[src/rtl/sonic_reg_req_if.sv]
// BAR2/3 register request and read-completion handshakes between the
// TLP path (master) and sonic_reg_req (slave).
interface sonic_reg_req_if;
    logic        req_valid;
    logic        req_ready;
    logic        req_is_wr;
    logic [7:0]  req_addr;
    logic [31:0] req_wrdata;
    logic [7:0]  req_tag;
    logic        cpl_valid;
    logic        cpl_ready;
    logic [31:0] cpl_data;
    logic [7:0]  cpl_tag;
    logic        cpl_err;

    modport master (
        output req_valid, req_is_wr, req_addr, req_wrdata, req_tag,
        output cpl_ready,
        input  req_ready, cpl_valid, cpl_data, cpl_tag, cpl_err
    );

    modport slave (
        input  req_valid, req_is_wr, req_addr, req_wrdata, req_tag,
        input  cpl_ready,
        output req_ready, cpl_valid, cpl_data, cpl_tag, cpl_err
    );
endinterface

[src/rtl/sonic_reg_req.sv]
// Single-outstanding BAR2/3 register request bridge with read completions.
// Read-response timeout is built only when SONIC_REG_TIMEOUT_EN is defined.
module sonic_reg_req #(
    parameter int unsigned TIMEOUT_CYCLES = 64
) (
    input  logic        clk_in,
    input  logic        rstn,
    sonic_reg_req_if.slave bus,
    output logic        sel_ep_reg,
    output logic        reg_wr_ena,
    output logic        reg_rd_ena,
    output logic [7:0]  reg_wr_addr,
    output logic [7:0]  reg_rd_addr,
    output logic [31:0] reg_wr_data,
    input  logic [31:0] reg_rd_data,
    input  logic        reg_rd_data_valid,
    output logic [7:0]  timeout_cnt
);

    typedef enum logic [2:0] {
        IDLE, WR, RD_ISSUE, RD_WAIT, CPL
    } state_t;

    state_t     state;
    logic       accept;
    logic [7:0] addr_al;

    assign accept  = bus.req_valid && bus.req_ready;
    assign addr_al = {bus.req_addr[7:2], 2'b00};

`ifdef SONIC_REG_TIMEOUT_EN
    logic [15:0] wait_cnt;
    logic [7:0]  to_cnt;
    logic        expire;

    assign expire      = (wait_cnt == 16'(TIMEOUT_CYCLES - 1));
    assign timeout_cnt = to_cnt;
`else
    // Constant zero across the legal TIMEOUT_CYCLES range.
    assign timeout_cnt = 8'(TIMEOUT_CYCLES >> 16);
    assign bus.cpl_err = 1'b0;
`endif

    always_ff @(posedge clk_in) begin
        if (!rstn) begin
            state         <= IDLE;
            bus.req_ready <= 1'b1;
            sel_ep_reg    <= 1'b0;
            reg_wr_ena    <= 1'b0;
            reg_rd_ena    <= 1'b0;
            reg_wr_addr   <= '0;
            reg_rd_addr   <= '0;
            reg_wr_data   <= '0;
            bus.cpl_valid <= 1'b0;
            bus.cpl_data  <= '0;
            bus.cpl_tag   <= '0;
`ifdef SONIC_REG_TIMEOUT_EN
            bus.cpl_err   <= 1'b0;
            wait_cnt      <= '0;
            to_cnt        <= '0;
`endif
        end else begin
            sel_ep_reg <= 1'b0;
            reg_wr_ena <= 1'b0;
            reg_rd_ena <= 1'b0;
            unique case (state)
                IDLE: begin
                    if (accept) begin
                        bus.req_ready <= 1'b0;
                        sel_ep_reg    <= 1'b1;
                        bus.cpl_tag   <= bus.req_tag;
                        if (bus.req_is_wr) begin
                            state       <= WR;
                            reg_wr_ena  <= 1'b1;
                            reg_wr_addr <= addr_al;
                            reg_wr_data <= bus.req_wrdata;
                        end else begin
                            state       <= RD_ISSUE;
                            reg_rd_ena  <= 1'b1;
                            reg_rd_addr <= addr_al;
                        end
                    end
                end
                WR: begin
                    state         <= IDLE;
                    bus.req_ready <= 1'b1;
                end
                RD_ISSUE: begin
                    // Valid seen alongside the issue pulse is stale.
                    state <= RD_WAIT;
`ifdef SONIC_REG_TIMEOUT_EN
                    wait_cnt <= '0;
`endif
                end
                RD_WAIT: begin
                    if (reg_rd_data_valid) begin
                        state         <= CPL;
                        bus.cpl_valid <= 1'b1;
                        bus.cpl_data  <= reg_rd_data;
`ifdef SONIC_REG_TIMEOUT_EN
                        bus.cpl_err   <= 1'b0;
                    end else if (expire) begin
                        state         <= CPL;
                        bus.cpl_valid <= 1'b1;
                        bus.cpl_data  <= 32'hDEAD_BEEF;
                        bus.cpl_err   <= 1'b1;
                        if (to_cnt != 8'hFF)
                            to_cnt <= to_cnt + 8'd1;
                    end else begin
                        wait_cnt <= wait_cnt + 16'd1;
`endif
                    end
                end
                CPL: begin
                    if (bus.cpl_ready) begin
                        state         <= IDLE;
                        bus.cpl_valid <= 1'b0;
                        bus.req_ready <= 1'b1;
                    end
                end
                default: begin
                    state         <= IDLE;
                    bus.req_ready <= 1'b1;
                end
            endcase
        end
    end

endmodule
[src/flat_wrapper.sv]
// flat-port wrapper written by rule: the top's interface ports become plain ports
module sonic_reg_req_flat 
#(
    parameter int unsigned TIMEOUT_CYCLES = 64
)
  (clk_in, rstn, sel_ep_reg, reg_wr_ena, reg_rd_ena, reg_wr_addr, reg_rd_addr, reg_wr_data, reg_rd_data, reg_rd_data_valid, timeout_cnt, bus_req_valid, bus_req_is_wr, bus_req_addr, bus_req_wrdata, bus_req_tag, bus_cpl_ready, bus_req_ready, bus_cpl_valid, bus_cpl_data, bus_cpl_tag, bus_cpl_err);
  sonic_reg_req_if bus_i ();
  input  logic clk_in;
  input  logic rstn;
  output logic sel_ep_reg;
  output logic reg_wr_ena;
  output logic reg_rd_ena;
  output logic [7:0] reg_wr_addr;
  output logic [7:0] reg_rd_addr;
  output logic [31:0] reg_wr_data;
  input  logic [31:0] reg_rd_data;
  input  logic reg_rd_data_valid;
  output logic [7:0] timeout_cnt;
  input wire logic [$bits(bus_i.req_valid)-1:0] bus_req_valid;
  input wire logic [$bits(bus_i.req_is_wr)-1:0] bus_req_is_wr;
  input wire logic [$bits(bus_i.req_addr)-1:0] bus_req_addr;
  input wire logic [$bits(bus_i.req_wrdata)-1:0] bus_req_wrdata;
  input wire logic [$bits(bus_i.req_tag)-1:0] bus_req_tag;
  input wire logic [$bits(bus_i.cpl_ready)-1:0] bus_cpl_ready;
  output wire logic [$bits(bus_i.req_ready)-1:0] bus_req_ready;
  output wire logic [$bits(bus_i.cpl_valid)-1:0] bus_cpl_valid;
  output wire logic [$bits(bus_i.cpl_data)-1:0] bus_cpl_data;
  output wire logic [$bits(bus_i.cpl_tag)-1:0] bus_cpl_tag;
  output wire logic [$bits(bus_i.cpl_err)-1:0] bus_cpl_err;
  assign bus_i.req_valid = bus_req_valid;
  assign bus_i.req_is_wr = bus_req_is_wr;
  assign bus_i.req_addr = bus_req_addr;
  assign bus_i.req_wrdata = bus_req_wrdata;
  assign bus_i.req_tag = bus_req_tag;
  assign bus_i.cpl_ready = bus_cpl_ready;
  assign bus_req_ready = bus_i.req_ready;
  assign bus_cpl_valid = bus_i.cpl_valid;
  assign bus_cpl_data = bus_i.cpl_data;
  assign bus_cpl_tag = bus_i.cpl_tag;
  assign bus_cpl_err = bus_i.cpl_err;
  sonic_reg_req #(.TIMEOUT_CYCLES(TIMEOUT_CYCLES)) u_core (.clk_in(clk_in), .rstn(rstn), .bus(bus_i), .sel_ep_reg(sel_ep_reg), .reg_wr_ena(reg_wr_ena), .reg_rd_ena(reg_rd_ena), .reg_wr_addr(reg_wr_addr), .reg_rd_addr(reg_rd_addr), .reg_wr_data(reg_wr_data), .reg_rd_data(reg_rd_data), .reg_rd_data_valid(reg_rd_data_valid), .timeout_cnt(timeout_cnt));
endmodule
[config.mk]
export PLATFORM = sky130hd
export DESIGN_NAME = sonic_reg_req_flat
export DESIGN_NICKNAME = d
export VERILOG_FILES = /design/src/rtl/sonic_reg_req_if.sv /design/src/rtl/sonic_reg_req.sv /design/src/flat_wrapper.sv
export SDC_FILE = /design/constraint.sdc
export NUM_CORES = 1
export LEC_CHECK = 0
export ABC_CLOCK_PERIOD_IN_PS = 3000
export CORE_AREA = 2 2 81 114
export CTS_CLUSTER_SIZE = 14
export DETAILED_ROUTE_END_ITERATION = 12
export DIE_AREA = 0 0 83 116
export PLACE_DENSITY = 0.85
export SLEW_MARGIN = 20
export SYNTH_ARGS = -nofsm -noshare
export SYNTH_HDL_FRONTEND = slang
export SYNTH_SLANG_ARGS = --single-unit
[constraint.sdc]
create_clock -name clk_in -period 3 [get_ports clk_in]
set_input_delay 0.6 -clock clk_in [delete_from_list [all_inputs] [get_ports clk_in]]
set_output_delay 0.6 -clock clk_in [all_outputs]
set_load 0.01 [all_outputs]
==> impl_results.md <==
* Crit-path slowest cell: and3_4
* Crit start category: primary input
* Worst r2r dst: u_core.reg_wr_data[22]$_SDFFE_PN0P_
* Final Hold Viols at 0
* Number of global-route vias before repair at 3172
* Crit path largest cell delay at 0.69 ns
* DR WL/cell at 13.45 µm
* IO Port Bufs at 172
* Drt total wl at 9185 µm
* Cell Pwr Density at 529.8 nW/µm²
* Power Total at 2960 µW
* GR Overflow Total at 0
* Die Wd at 83 µm
* Clock skew at 0.009549 ns
* Layout cells sized above 1 at 4.152%
* Die Area at 9628 µm²
* Setup crit end kind: flop
* Crit-path cells: clkdlybuf4s50_1 > and3b_1 > and3_4 > mux2i_1
* EDFF count, synth at 0
* P_leak at 0.002017 µW
* Mapped Cells at 419
* Critical Path Start: bus_req_valid
* Worst-path clk slew at 0.06 ns
* Synth cell count leaders: 146 x nand2_1, 92 x dfxtp_1, 44 x mux2i_1, 42 x a21oi_1, 18 x clkbuf_1
* Unrepaired setup endpoints after global routing: false
* Netlist cell types at 35
* Vias at 3337
* Util after Layout at 65.28%
* Area Growth Syn to Fin at 54.34%
* CP Max Fanout at 39
* Setup crit end: u_core.reg_wr_data[22]$_SDFFE_PN0P_
* Iter 0 DRT Violations at 95
* Slew @ Worst Pin at 0.7387 ns
* CP Class: in -> reg
* Critical Path RT at 3.25 ns
* CP Data Arrival Time at 2.51 ns
* MaxCap Viol Count at 0
* Placed Cells at 667
* Yosys top cell area share at 50.88%
* Yosys reg bits at 92
* Reg2reg setup slack at 1.06 ns
* Final nets at 659
* Synth area leader: dfxtp_1
* Post-CTS Setup Inserts at 0
* Final GP Congestion at 0.8225
* Drt via density at 4.886
* Critical path depth at 4
* Top post-synthesis cells by area: dfxtp_1 51%, nand2_1 15%, mux2i_1 12%, a21oi_1 5.8%, buf_4 3.3%
* Final setup viols at 0
* Maximum clock rate at 442.0 MHz
* Post-route ant nets at 0
* Clock latency on the worst-skew pair at 0.33 ns
* Dpl hpwl at 6720 µm
* Status: finished, final reports clean
* Synthesized area per cell at 8.639 µm²
* Largest regs: u_core.bus.cpl_data (32), u_core.reg_wr_data (32), u_core.bus.cpl_tag (8)
* Reg2reg path depth at 3
* Post-synthesis sequential area ratio at 50.88%
* Max-Slew Margin vs Limit at 50.75%
* Largest net degree at the start of global routing at 84
* Final setup TNS at 0 ns
* Root Buffer: clkbuf_16
* Synth Flop Type: dfxtp_1
* Final slew viol count at 0
* RR Startpoint: u_core.state[2]$_SDFFE_PN0P_
* CTS resizes at 0
* Fin crit share at 75.42%
* Total CTS buffers at 9
* # IOs at 188
* Die Span Y at 116 µm
* Clock tree buffer depth at 2
* Minimum clock period at 2.263 ns
* CTS tree: done
* Tot GR Track Use at 18.91%
* Worst path bufs/invs at 1
* Ys Warns at 0
* Maximum VDD drop at 0.4091 mV
* Row count at 40
* Non-Filler Instances at 683
* H-tree depth at 3
* Post-Syn Area at 3620 µm²
* CTS Hold Bufs at 0
* Ys async rst share at 0%
* Diodes inserted at 0
* FILL cells at 658
* HP Class: reg -> reg
* Floorplan Core Area at 8558 µm²
* Starting Density at 42.30%
* Drt first pass iters at 4
* Count leader, synth: nand2_1
* First-pass GRT wire length at 14780 µm
* Initial antenna violation count at 0
* Clock sink count at 92
* Delay-heaviest family, CP: simple AND/OR/NAND/NOR gates
* DRC at 0
==> layout make-up <==
class | instances | area (µm²) | area share [%]
Tap cell | 105 | 131.4 | 2.352
Clock inverter | 2 | 15.01 | 0.2688
Sequential cell | 92 | 1842 | 32.97
Clock buffer | 14 | 294.0 | 5.263
Timing Repair Buffer | 176 | 1747 | 31.27
Multi-Input combinational cell | 289 | 1539 | 27.55
Inverter | 5 | 18.77 | 0.3359
==> per-layer routing <==
layer | vias to the layer above | share of wire (%) | global-route usage, %
met1 | 1508 | 39 | 20.09
met3 | 17 | 8.8 | 7.692
met5 | - | 0 | 0
met2 | 156 | 50 | 33.33
li1 | 1656 | - | -
met4 | 0 | 1.8 | 7.978
==> where the power goes <==
group	leakage [µW]	internal [µW]	switching [µW]	total, µW
registers	0.000746	1290	46.6	1340
logic	0.00112	279	226	504
clock network	0.000147	675	444	1120
==> how the worst min path moves through the flow <==
| stage | cells after the start | slack, ns | to | start |
|---|---|---|---|---|
| final | 2 | 0.45 | u_core.reg_wr_data[25]$_SDFFE_PN0P_ | u_core.reg_wr_data[25]$_SDFFE_PN0P_ |
| after floorplan | 2 | 0.48 | u_core.reg_rd_addr[2]$_SDFFE_PN0P_ | u_core.reg_rd_addr[2]$_SDFFE_PN0P_ |
| after detailed placement | 2 | 0.45 | u_core.reg_wr_data[25]$_SDFFE_PN0P_ | u_core.reg_wr_data[25]$_SDFFE_PN0P_ |
| after global routing | 2 | 0.47 | u_core.bus.cpl_data[16]$_SDFFE_PN0P_ | u_core.bus.cpl_data[16]$_SDFFE_PN0P_ |
| after CTS | 2 | 0.45 | u_core.bus.cpl_data[9]$_SDFFE_PN0P_ | u_core.bus.cpl_data[9]$_SDFFE_PN0P_ |
| after global placement | 2 | 0.44 | u_core.reg_wr_data[22]$_SDFFE_PN0P_ | u_core.reg_wr_data[22]$_SDFFE_PN0P_ |
==> cells in the final DEF, fill, tap and decap left out <==
cell type / netlist / final
a211o_1: 1 / 1
nor3_4: 1 / 1
buf_4: 16 / 4
inv_1: 5 / 5
a221oi_1: 2 / 2
and3b_1: 1 / 1
nand2b_1: 2 / 2
nor2_4: 1 / 1
nand3_1: 8 / 8
or2_1: 1 / 1
o21bai_1: 2 / 2
nand3b_1: 1 / 1
and2_1: 1 / 1
o211ai_1: 1 / 1
o21ai_1: 8 / 8
nor2_1: 2 / 2
clkbuf_16: 0 / 9
nand4b_1: 1 / 1
clkbuf_8: 0 / 5
and3_4: 1 / 1
a21oi_1: 42 / 42
a21o_1: 1 / 1
nor4_1: 1 / 1
and4b_1: 1 / 1
mux2i_1: 44 / 44
clkdlybuf4s50_1: 0 / 171
a31oi_1: 1 / 1
nand2_1: 146 / 146
o21ai_0: 3 / 3
clkinvlp_4: 0 / 2
a211oi_1: 1 / 1
buf_2: 8 / 1
conb_1: 1 / 13
nor3_1: 1 / 1
dfxtp_1: 92 / 92
nor4b_1: 1 / 1
==> logic make-up after synthesis <==
kind of cell           share of synthesized area (%)
and+or+nand+nor                                19.74
DFF                                            50.88
AOI/OAI and AO/OA                              9.264
buffers and inverters                          7.846
muxes                                          12.17
other                                         0.1036
==> worst reg2reg max path, delay by kind of cell (launching register included) <==
kind | cells | cell delay, ns
flip-flops | 1 | 0.38
AND/OR/NAND/NOR | 2 | 1.17
multiplexers | 1 | 0.31
==> per-stage QoR <==
step                      area, µm²  hold WS, ns  setup WS (ns)
after floorplan                3665       0.4790          1.418
after global placement         5278       0.4413         0.4834
after detailed placement       5278       0.4462         0.3962
after CTS                      5587       0.4544         0.7540
after global routing           5587       0.4665         0.6356
final                          5587       0.4530         0.7375
Note: power is estimated with default switching activity, not from simulation.
==> patch 1, RTL diff (same settings) <==
The option `SONIC_REG_TIMEOUT_EN` is turned on by a define.
--- a/src/rtl/sonic_reg_req.sv
+++ b/src/rtl/sonic_reg_req.sv
@@ -2,2 +2,4 @@
 // Read-response timeout is built only when SONIC_REG_TIMEOUT_EN is defined.
+`define SONIC_REG_TIMEOUT_EN
+
 module sonic_reg_req #(
Function: same outputs for any inputs over 4 cycles, from zero or initial values and one cycle with rstn low; that may be too few to reach the edited logic, so the function may still have changed.
==> patch 1 against the unedited design <==
  * Combinational power up 2%
  * Die area stayed put
  * Synthesized cell count grew 27%
  * Clock skew rose by 0.0016 ns
  * Critical path depth up 2
  * Sequential cell count is 25 higher
  * Power up 46%
  * Routed wire length rose by 48%
  * Setup slack got worse by 0.035 ns
  * Area after synthesis grew 27%
  * Core utilization grew 18 points
  * Cell area up 27%
  * Worst hold slack worse by 0.0027 ns
  * Critical endpoint is now u_core.timeout_cnt[7]
  * Highest routed layer unchanged
==> patch 1: results (changes against the unedited design) <==
stage;metric;value;unit;change
status;status;complete, no violations;;unchanged
clocking;Num CTS Buffers;17;;was 9
clocking;H-Tree Depth;4;;was 3
worst_setup_path;Slowest cell on crit path;or4b_1;;was and3_4
power_and_ir_drop;Max IR drop VDD;0.541;mV;was 0.409 mV
place;Buffers on Ports;181;;was 172
power_and_ir_drop;P_leak;2.53;nW;was 2.02 nW
place;Post-DP Area;0.00646;mm2;was 0.00528 mm2
worst_setup_path;Worst Path Arrival;2.63;ns;was 2.51 ns
worst_setup_path;Max FO, Critical Path;10;;was 39
global_route;met3 Use GR;11.0;%;was 7.69%
detailed_routing;initial drt markers;345;;was 95
detailed_routing;total number of vias;4645;;was 3337
detailed_routing;WL met2;6.96;mm;was 4.62 mm
detailed_routing;Metal-1 WL;5.26;mm;was 3.60 mm
global_route;met1 GRT Util;30.0;%;was 20.1%
sta;Worst slew margin;60.1;%;was 50.8%
final_layout;layout net count;793;;was 659
global_route;met2 Usage GRT;50.6;%;was 33.3%
synthesis;Seq/Total Area, Yosys;50.9;%;about the same
synthesis;synth top area cells;dfxtp_1, nand2_1, a21oi_1, o221a_2, clkbuf_1;;was dfxtp_1, nand2_1, mux2i_1, a21oi_1, buf_4
final_layout;biggest regs;u_core.bus.cpl_data: 32 flops, u_core.reg_wr_data: 32 flops, u_core.wait_cnt: 16 flops;;was u_core.bus.cpl_data: 32 flops, u_core.reg_wr_data: 32 flops, u_core.bus.cpl_tag: 8 flops
worst_setup_path;Reg-to-Reg Start;u_core.wait_cnt[0];;was u_core.state[2]
worst_setup_path;Critical Path Source Type;flip-flop;;was primary input
worst_setup_path;CP max stage delay;0.47;ns;was 0.69 ns
sta;clock skew after layout;0.0111;ns;was 0.00955 ns
final_layout;layout cells sized above 1;10.6;%;was 4.15%
final_layout;non-filler cells, final;823;;was 683
detailed_routing;met3 WL;1.13;mm;was 808 um
place;post-detail-place hpwl;9.28;mm;was 6.72 mm
place;dpl ws;0.593;ns;was 0.396 ns
worst_setup_path;reg2reg end;u_core.timeout_cnt[7];;was u_core.reg_wr_data[22]
detailed_routing;Post-Route WL;13.6;mm;was 9.19 mm
clocking;Clk Latency, worst-skew pair;0.41;ns;was 0.33 ns
sta;max frequency;0.435;GHz;was 0.442 GHz
synthesis;top post-synthesis cells by count;nand2_1, dfxtp_1, a21oi_1;;was nand2_1, dfxtp_1, mux2i_1
synthesis;Distinct cells, synth;53;;was 35
==> patch 1: cell count changes after synthesis, moves of 12 or more <==
cell     change
nand2_1     -13
buf_4       -12
o221a_2     +25
mux2i_1     -42
o21ai_0     +15
dfxtp_1     +25
nor2_1      +25
a21oi_1     +22
==> patch 1: where the power goes <==
part | switching, mW | total [mW] | internal [mW]
Combinational | 0.250 | 0.516 | 0.266
Clock | 0.681 | 2.14 | 1.46
Sequential | 0.0397 | 1.66 | 1.62
Total | 0.970 | 4.32 | 3.35
==> patch 1: cells by family after synthesis <==
kind of cell    count (synthesis)  share of synthesized area [%]
fa+ha+maj                       2                          0.544
flops                         117                           50.9
xor+xnor                        4                          0.762
mux                             2                          0.435
buf+inv                        44                           4.11
simple gates                  223                           23.1
compound gates                138                           20.0
other cells                     1                         0.0815
==> patch 1: through the flow <==
stage               total power, mW  utilization, %
floorplan                      1.91               -
global placement               2.19            75.5
detailed placement             2.20            75.5
CTS                            4.34            82.9
global route                   4.47            82.9
finish                         4.32            82.9
==> patch 1: layout make-up <==
cell class,count,area (um2)
fillers,534,1460
well taps,105,131
inverters,4,15.0
flip-flops and latches,117,2340
multi-input cells,373,2080
clock buffers,25,526
clock inverters,7,115
repair buffers,192,1890
==> patch 1: worst min-delay path by stage <==
stage	cells past startpoint	start	endpoint	slack, ns
floorplan	2	u_core.bus.cpl_tag[0]	u_core.bus.cpl_tag[0]	0.48
global placement	2	u_core.reg_wr_data[29]	u_core.reg_wr_data[29]	0.44
detailed placement	2	u_core.reg_wr_data[29]	u_core.reg_wr_data[29]	0.45
CTS	2	u_core.reg_wr_data[29]	u_core.reg_wr_data[29]	0.45
global route	2	u_core.reg_wr_addr[5]	u_core.reg_wr_addr[5]	0.47
finish	2	u_core.reg_wr_addr[5]	u_core.reg_wr_addr[5]	0.45
==> patch 2, RTL diff (same flow settings) <==
Without the edit above. Encoding of `state_t`: now one-hot (5 bits for 5 states).
--- a/src/rtl/sonic_reg_req.sv
+++ b/src/rtl/sonic_reg_req.sv
@@ -19,4 +19,4 @@
 
-    typedef enum logic [2:0] {
-        IDLE, WR, RD_ISSUE, RD_WAIT, CPL
+    typedef enum logic [4:0] {
+        IDLE = 5'b00001, WR = 5'b00010, RD_ISSUE = 5'b00100, RD_WAIT = 5'b01000, CPL = 5'b10000
     } state_t;
Function: no difference found for any inputs over 10 cycles, from zero or initial values and one cycle with rstn low; not proved beyond that.
==> patch 2 against the unedited design <==
  * Sequential share of layout area grew 1.1 points
  * Final cell count rose by 0.15%
  * Sequential cell count up 2
  * Highest routed layer unchanged
  * Cell area fell by 1.2%
  * Area after synthesis fell by 3.9%
  * Critical path type is now flip-flop to output pin
  * Setup slack better by 0.38 ns
  * Routed wire length fell by 3.9%
  * Power is 1.8% higher
==> patch 2: results (changes against the unedited design) <==
stage;metric;value;unit;change
global_route;Tot GR Track Use;18.3;%;was 18.9%
worst_setup_path;Reg-to-Reg Start;u_core.state[4];;was u_core.state[2]
synthesis;Seq/Total Area, Yosys;54.1;%;was 50.9%
final_layout;Sequential cell area;0.00188;mm2;was 0.00184 mm2
worst_setup_path;R2R depth;4;;was 3
synthesis;top post-synthesis cells by count;nand2_1, dfxtp_1, nand3_1;;was nand2_1, dfxtp_1, mux2i_1
synthesis;area fraction in compound gates after synthesis;11.8;%;was 9.26%
worst_setup_path;reg2reg end;u_core.bus.req_ready;;was u_core.reg_wr_data[22]
final_layout;multi-input gate share of the layout cell area;25.3;%;was 27.5%
final_layout;NonClk Buf Share;32.2;%;was 31.3%
global_route;vias in the first global route;3112;;was 3172
power_and_ir_drop;Max IR drop VDD;0.385;mV;was 0.409 mV
detailed_routing;initial drt markers;117;;was 95
detailed_routing;total number of vias;3288;;was 3337
place;global placer's final weighted congestion;0.817;;was 0.823
clocking;CTS sink cnt;94;;was 92
status;status;complete, no violations;;unchanged
worst_setup_path;r2r setup slk;1.46;ns;was 1.06 ns
global_route;first-pass GRT wire length;14.3;mm;was 14.8 mm
sta;hold slack;0.452;ns;was 0.453 ns
synthesis;synth top area cells;dfxtp_1, nand2_1, nand3_1, o21ai_1, a21oi_1;;was dfxtp_1, nand2_1, mux2i_1, a21oi_1, buf_4
final_layout;layout net count;660;;was 659
place;post-detail-place hpwl;6.44;mm;was 6.72 mm
synthesis;Distinct cells, synth;30;;was 35
sta;Tightest Pin Transition;0.532;ns;was 0.739 ns
place;dpl ws;0.919;ns;was 0.396 ns
worst_hold_path;Hold Path Origin;u_core.bus.cpl_data[11];;was u_core.reg_wr_data[25]
power_and_ir_drop;P_leak;2.03;nW;was 2.02 nW
synthesis;Post-Syn Instances;416;;was 419
detailed_routing;WL per Instance;12.9;um;was 13.4 um
worst_setup_path;Max FO, Critical Path;4;;was 39
patch 2: layer usage:
metal | part of all wire (%) | GRT usage, % | up-vias | wire length [um]
met3 | 10 | 7.12 | 13 | 903
li1 | - | - | 1666 | -
met4 | 2.0 | 9.18 | 0 | 179
met1 | 41 | 19.9 | 1454 | 3600
met2 | 47 | 31.3 | 155 | 4140
met5 | 0 | 0 | - | 0
patch 2: worst reg2reg max path: cells and delay by family, from the launching register on:
| kind | cells | cell delay [ns] |
|---|---|---|
| DFF | 1 | 0.48 |
| and+or+nand+nor | 2 | 0.62 |
| AOI/OAI and AO/OA | 2 | 0.29 |
patch 2: report_power, final:
group          internal, mW  switching (mW)  leakage (nW)  total (mW)
Clock                 0.754           0.450         0.160        1.20
Sequential             1.31          0.0364         0.762        1.35
Combinational         0.258           0.202          1.11       0.461
Total                  2.32           0.689          2.03        3.01
